==> config.mk <==
export PLATFORM = sky130hd
export DESIGN_NAME = dcache_arbiter
export DESIGN_NICKNAME = d
export VERILOG_FILES = /design/src/rtl/dcache_arbiter_pkg.sv /design/src/rtl/dcache_arbiter_rr_pick2.sv /design/src/rtl/dcache_arbiter.sv
export SDC_FILE = /design/constraint.sdc
export NUM_CORES = 1
export LEC_CHECK = 0
export CAP_MARGIN = 20
export CORE_ASPECT_RATIO = 0.9
export CORE_MARGIN = 4
export CORE_UTILIZATION = 38
export CTS_CLUSTER_SIZE = 30
export DETAILED_ROUTE_END_ITERATION = 16
export PLACE_DENSITY = 0.81
export SLEW_MARGIN = 20
export SYNTH_ARGS = -nofsm -noshare
export SYNTH_HDL_FRONTEND = slang
export SYNTH_SLANG_ARGS = --single-unit
export TNS_END_PERCENT = 30
==> constraint.sdc <==
create_clock -name clk -period 2.65 [get_ports clk]
set_clock_uncertainty 0.2 [all_clocks]
set_input_delay 0.265 -clock clk [delete_from_list [all_inputs] [get_ports clk]]
set_output_delay 0.265 -clock clk [all_outputs]
set_load 0.01 [all_outputs]
==> src/rtl/dcache_arbiter_pkg.sv <==
// rtl/dcache_arbiter_pkg.sv - shared encodings for the data-cache port arbiter
package dcache_arbiter_pkg;

   typedef enum logic [1:0] {
      IDLE    = 2'd0,
      GNT_CPU = 2'd1,
      GNT_LD  = 2'd2
   } state_t;

   // Requester identifiers, also the encoding of last_grant
   localparam logic REQ_CPU = 1'b0;
   localparam logic REQ_LD  = 1'b1;

   // Grant state that serves the given requester
   function automatic state_t gnt_state(input logic id);
      return (id == REQ_LD) ? GNT_LD : GNT_CPU;
   endfunction

endpackage

==> src/rtl/dcache_arbiter_rr_pick2.sv <==
// rtl/dcache_arbiter_rr_pick2.sv - two-way round-robin chooser
module rr_pick2
   import dcache_arbiter_pkg::*;
(
   input  logic [1:0] req,
   input  logic       last,
   output logic       grant_valid,
   output logic       grant_id
);

   // A lone request wins outright; a tie goes to whoever was not served last
   always_comb begin
      grant_valid = |req;
      grant_id    = REQ_CPU;
      if (req == 2'b11) begin
         grant_id = ~last;
      end else if (req[REQ_LD]) begin
         grant_id = REQ_LD;
      end
   end

endmodule

==> src/rtl/dcache_arbiter.sv <==
// rtl/dcache_arbiter.sv - shares the single data-cache port between CPU and loader
module dcache_arbiter
   import dcache_arbiter_pkg::*;
#(
   parameter int ADDR_W = 32,
   parameter int DATA_W = 32
) (
   input  logic              clk,
   input  logic              rst,
   input  logic              cpu_req,
   input  logic              cpu_we,
   input  logic [ADDR_W-1:0] cpu_addr,
   input  logic [DATA_W-1:0] cpu_wdata,
   output logic [DATA_W-1:0] cpu_rdata,
   output logic              cpu_ack,
   output logic              cpu_stall,
   input  logic              ld_req,
   input  logic              ld_we,
   input  logic [ADDR_W-1:0] ld_addr,
   input  logic [DATA_W-1:0] ld_wdata,
   output logic [DATA_W-1:0] ld_rdata,
   output logic              ld_ack,
   output logic              mem_we,
   output logic [ADDR_W-1:0] mem_addr,
   output logic [DATA_W-1:0] mem_wdata,
   input  logic [DATA_W-1:0] mem_rdata
);

   state_t            state;
   state_t            state_n;
   logic              last_grant;
   logic              we_reg;
   logic [ADDR_W-1:0] addr_reg;
   logic [DATA_W-1:0] wdata_reg;

   // A request seen together with its own ack is the finished transaction
   // still being held; masking it stops it from being granted twice.
   logic cpu_pend;
   logic ld_pend;
   assign cpu_pend = cpu_req & ~cpu_ack;
   assign ld_pend  = ld_req & ~ld_ack;

   logic pick_valid;
   logic pick_id;

   rr_pick2 u_pick (
      .req         ({ld_pend, cpu_pend}),
      .last        (last_grant),
      .grant_valid (pick_valid),
      .grant_id    (pick_id)
   );

   logic grant;
   logic grant_id;

   // Next-state: IDLE arbitrates, a grant state hands over to the other side only
   always_comb begin
      grant    = 1'b0;
      grant_id = REQ_CPU;
      case (state)
         IDLE: begin
            grant    = pick_valid;
            grant_id = pick_id;
         end
         GNT_CPU: begin
            grant    = ld_pend;
            grant_id = REQ_LD;
         end
         GNT_LD: begin
            grant    = cpu_pend;
            grant_id = REQ_CPU;
         end
         default: begin
            grant    = 1'b0;
            grant_id = REQ_CPU;
         end
      endcase
      state_n = grant ? gnt_state(grant_id) : IDLE;
   end

   // State register and round-robin history
   always_ff @(posedge clk) begin
      if (!rst) begin
         state      <= IDLE;
         last_grant <= REQ_LD;
      end else begin
         state <= state_n;
         if (grant) begin
            last_grant <= grant_id;
         end
      end
   end

   // Access registers capture the granted request once; later input changes are ignored
   always_ff @(posedge clk) begin
      if (!rst) begin
         we_reg    <= 1'b0;
         addr_reg  <= '0;
         wdata_reg <= '0;
      end else if (grant) begin
         we_reg    <= (grant_id == REQ_LD) ? ld_we    : cpu_we;
         addr_reg  <= (grant_id == REQ_LD) ? ld_addr  : cpu_addr;
         wdata_reg <= (grant_id == REQ_LD) ? ld_wdata : cpu_wdata;
      end
   end

   // Completion: capture read data and pulse ack as each grant cycle ends
   always_ff @(posedge clk) begin
      if (!rst) begin
         cpu_ack   <= 1'b0;
         ld_ack    <= 1'b0;
         cpu_rdata <= '0;
         ld_rdata  <= '0;
      end else begin
         cpu_ack <= (state == GNT_CPU);
         ld_ack  <= (state == GNT_LD);
         if (state == GNT_CPU) begin
            cpu_rdata <= mem_rdata;
         end
         if (state == GNT_LD) begin
            ld_rdata <= mem_rdata;
         end
      end
   end

   // The write strobe is gated by reset so an interrupted store never lands
   assign mem_we    = (state != IDLE) & we_reg & rst;
   assign mem_addr  = addr_reg;
   assign mem_wdata = wdata_reg;
   assign cpu_stall = cpu_req & ~cpu_ack;

endmodule

# == Yosys cells after proc, flatten, opt, wreduce, memory -nomap -nowiden ==
# Cells that the tools add are included.
# classes
n_eq_ne,3
mux,8
n_bitwise,7
n_reduce_logical,4
# op_table
op,count
$mux W32,2
$and A1 B1 Y1,4
$eq A2 B2 Y1 const B,2
$mux W1,3
$not A1 Y1,3
$pmux W1 S3,1
$eq A2 B1 Y1 const B,1
$logic_not A2 Y1,1
$mux W2,1
$pmux W1 S2,1
$reduce_and A2 Y1,1
$reduce_bool A2 Y1,1
$reduce_or A2 Y1,1
# word_totals
reg_bits,134
word_cells,31

# == Longest topological paths before layout ==
# depth
depth_word,6
depth_mapped,5
ltp_nobuf,3

# == Modules after synthesis ==
# Synthesis repeated with hierarchy kept, for this count alone.
# hier_totals
cells_unflattened,611
area_unflattened_um2,5855.6
# modules_own_cells
mod,n_inst,cells_each,area_each_um2,seq_area_each_um2
dcache_arbiter,1,609,5841.9,2682.6
rr_pick2,1,2,13.8,0.0

# == Least setup slack after synthesis ==
# No wires, ideal clock.
# synth_timing
kind,register to register
start,register state[1]
end,register addr_reg[0] (netlist: mem_addr[0])
arrival_time_ns,1.566
t_required_ns,2.328
setup_slack_ns,0.763
stages_incl_launch_ff,6
period_less_slack_ns,1.887
cell_sequence,dfxtp_1 or3b_1 o211a_1 buf_6 buf_6 a221o_1
# synth_between
elab_chain_cells,3
word_cells_on_any_way,6
cone_classes,eq/ne (2); mux (3); reduce/logical (1)
# synth_rtl
item,line_no,source
from (decl),dcache_arbiter.sv:29,state_t state;
from (signal assigned),dcache_arbiter.sv:87,state <= state_n;
$eq A2 B1 Y1 / $logic_not A2 Y1 (equally long branches),dcache_arbiter.sv:60,case (state)
$pmux W1 S2,dcache_arbiter.sv:60,
$mux W32,dcache_arbiter.sv:102,addr_reg <= (grant_id == REQ_LD) ? ld_addr : cpu_addr;
to (signal assigned),dcache_arbiter.sv:102,
to (decl),dcache_arbiter.sv:33,logic [ADDR_W-1:0] addr_reg;
# Parallel ways exist; a longest one is shown, timed or not.
# A chain may end at the register's enable or synchronous reset.

# == Worst setup path in the final report ==
# layout_timing
start,register state[0]
end,output mem_we
# layout_between
elab_chain_cells,3
# layout_rtl
item,line_no,source
$reduce_bool A2 Y1,dcache_arbiter.sv:127,assign mem_we = (state != IDLE) & we_reg & rst;
$and A1 B1 Y1 (2 in a row),dcache_arbiter.sv:127,
to (decl),dcache_arbiter.sv:23,"output logic mem_we,"
# Every way passes these cells.

==> results.toml <==
[routing]
wl_um = 18400
drtPass1Iterations = 5
num_vias = 5421
wire_per_inst_um = 17.7
first_iter_violations = 408
vias_per_cell = 5.21
post-route-drc-count = 0
ant_nets = 0

[floorplan]
die_y_um = 118
pin_count = 298
coreArea_um2 = 12900
die_area_um2 = 15300
start_util_pct = 39.4
fp-row-count = 39
die_width_um = 130

[final_layout]
syn2layout_area_growth_pct = 72.0
nets = 1030
diodes = 0
final_cells = 1040
layout-drive-gt1-share_pct = 5.25

[clock_network]
cts_tree = "built"
cts_buffers = 17
clock_path_buffers = 2
post-cts-setup-buffers = 0
cts_root_buffer = "clkbuf_16"
htreeDepth = 4
path_clk_slew_ns = 0.05
hold_buffers = 0
cts_sinks = 134
clock_latency_ns = 0.40
cts_resized = 0

[placed_design]
place_hpwl_um = 12500
dp.cells = 1009
port_buffers = 297
place.gp.congestion = 0.820

[worst_setup_path]
worst_setup_path_start_kind = "flip-flop"
worst-path-max-fanout = 6
r2r_end = "mem_wdata[20]"
critPathArrivalTime_ns = 1.63
crit_path_start = "state[0]"
required_ns = 2.18
r2r_start = "state[1]"
reg2reg_depth = 4
cp-end-kind = "primary output"
crit_type = "reg2out"
rrSetupSlack_ns = 0.58

[global_routing]
grt_max_degree = 67
grt_remaining_overflow = 0
grt_pass1_vias = 5093
antenna_found_initial = 0
grt.total_usage_pct = 22.9
grt_pass1_wl_um = 27800

[power]
power.leakage_nw = 3.14
ir_drop_uv = 469
finalPower_mw = 5.69
p_per_area_nw_per_um2 = 652

[min_path]
hold_end = "state[1]"
hold_start = "rst"
whs_path_depth = 3
hp-class = "in2reg"

[yosys]
yosysUniqueCellTypes = 19
synth.yosys.seq_area_share_pct = 52.9
synth_area_per_cell_um2 = 8.51
syn_nets = 762
synthCells = 596
yosys_warnings = 0
ys_ff_latch = 134
synthesis.area_um2 = 5070

[timing]
fmax_ghz = 0.478
slew_violations = 0
hold_viol = 0
timing.hold.ws_ns = 0.0675
max_slew_margin_pct = 54.4
rsz0062_at_grt = "false"
setup_violations = 0
fin_crit_ns = 2.09
min_period_over_period_pct = 79.0
finalSetupTns_ns = 0
worst_pin_slew_ns = 0.685

[run]
maxCapViolations = 0

[outcome]
status = "complete, no violations"
## cells in the mapped netlist
| library cell | instances | area, µm² |
|---|---|---|
| a21oi_1 | 64 | 320 |
| buf_6 | 4 | 45.0 |
| nor4_1 | 1 | 6.26 |
| dfxtp_1 | 134 | 2680 |
| a221o_1 | 65 | 651 |
| nor3_1 | 65 | 325 |
| inv_1 | 1 | 3.75 |
| nor2_1 | 5 | 18.8 |
| clkbuf_1 | 43 | 161 |
| buf_2 | 9 | 45.0 |
| a211oi_2 | 1 | 12.5 |
| nor2b_1 | 3 | 18.8 |
| nor3b_1 | 1 | 7.51 |
| nand2b_1 | 2 | 12.5 |
| buf_1 | 2 | 7.51 |
| o211a_1 | 1 | 10.0 |
| nand2_1 | 193 | 724 |
| nor3b_2 | 1 | 12.5 |
| or3b_1 | 1 | 8.76 |
## placed cells by master, fill, tap and decap left out, types with 2 or more instances in the layout
| cell | n |
|---|---|
| nor2b_2 | 2 |
| nor3_1 | 65 |
| a21oi_1 | 64 |
| a221o_1 | 65 |
| dfxtp_1 | 134 |
| nand2b_1 | 2 |
| bufinv_16 | 3 |
| clkbuf_16 | 17 |
| nor2_1 | 5 |
| buf_12 | 4 |
| clkbuf_1 | 3 |
| nand2_1 | 193 |
| clkdlybuf4s50_1 | 296 |
| clkbuf_8 | 2 |
| buf_4 | 6 |
| clkinv_2 | 4 |
## where the power goes
group / switching (mW) / total (mW) / internal, mW / leakage (nW)
sequential: 0.0872 / 2.26 / 2.17 / 1.10
combinational: 0.451 / 1.06 / 0.611 / 1.76
clock: 0.848 / 2.37 / 1.52 / 0.290
total: 1.39 / 5.69 / 4.30 / 3.14
## cell type report
class / instances / area [µm²]
clock buffer: 22 / 464
clock inverter: 9 / 126
tap: 164 / 205
fill: 1032 / 4160
inverter: 1 / 3.75
timing repair buffer: 307 / 3090
sequential: 134 / 2680
multi-input combinational: 403 / 2150
## logic make-up (layout without fill, tap and decap cells)
| group | Yosys count | after routing | synth area share (%) |
|---|---|---|---|
| compound gates | 131 | 131 | 19.6 |
| buf+inv | 59 | 339 | 5.18 |
| simple gates | 272 | 272 | 22.4 |
| flops | 134 | 134 | 52.9 |
## metrics by stage
stage,instance area (µm²),util [%],worst slack (ns)
final,8730,67.7,0.556
after global routing,8730,67.7,0.393
after CTS,8730,67.7,0.531
after global placement,8140,63.2,0.303
after floorplan,5070,-,0.763
after detailed placement,8140,63.2,0.277
## worst max-delay path by stage
stage                     to  slack (ns)  depth (start not counted)
2_1_floorplan    mem_addr[0]        0.76                          5
3_3_place_gp     mem_addr[6]        0.30                          5
3_5_place_dp   mem_wdata[19]        0.28                          5
4_1_cts               mem_we        0.53                          3
5_1_grt               mem_we        0.39                          3
6_report              mem_we        0.56                          3
## per-layer routing
layer / wire length (µm) / global-route usage (%) / share of wire [%]
met4: 527 / 9.61 / 2.9
met1: 7280 / 28.2 / 40
met3: 1420 / 6.08 / 7.7
met5: 0 / 0 / 0
met2: 9190 / 37.5 / 50
## critical path, cell delays in order, from the launching register on
cell             delay (ns)
dfxtp_1                0.46
nor2_1                 0.08
nor2_1                 0.10
clkdlybuf4s50_1        0.59
(Power assumes the default switching activity.)
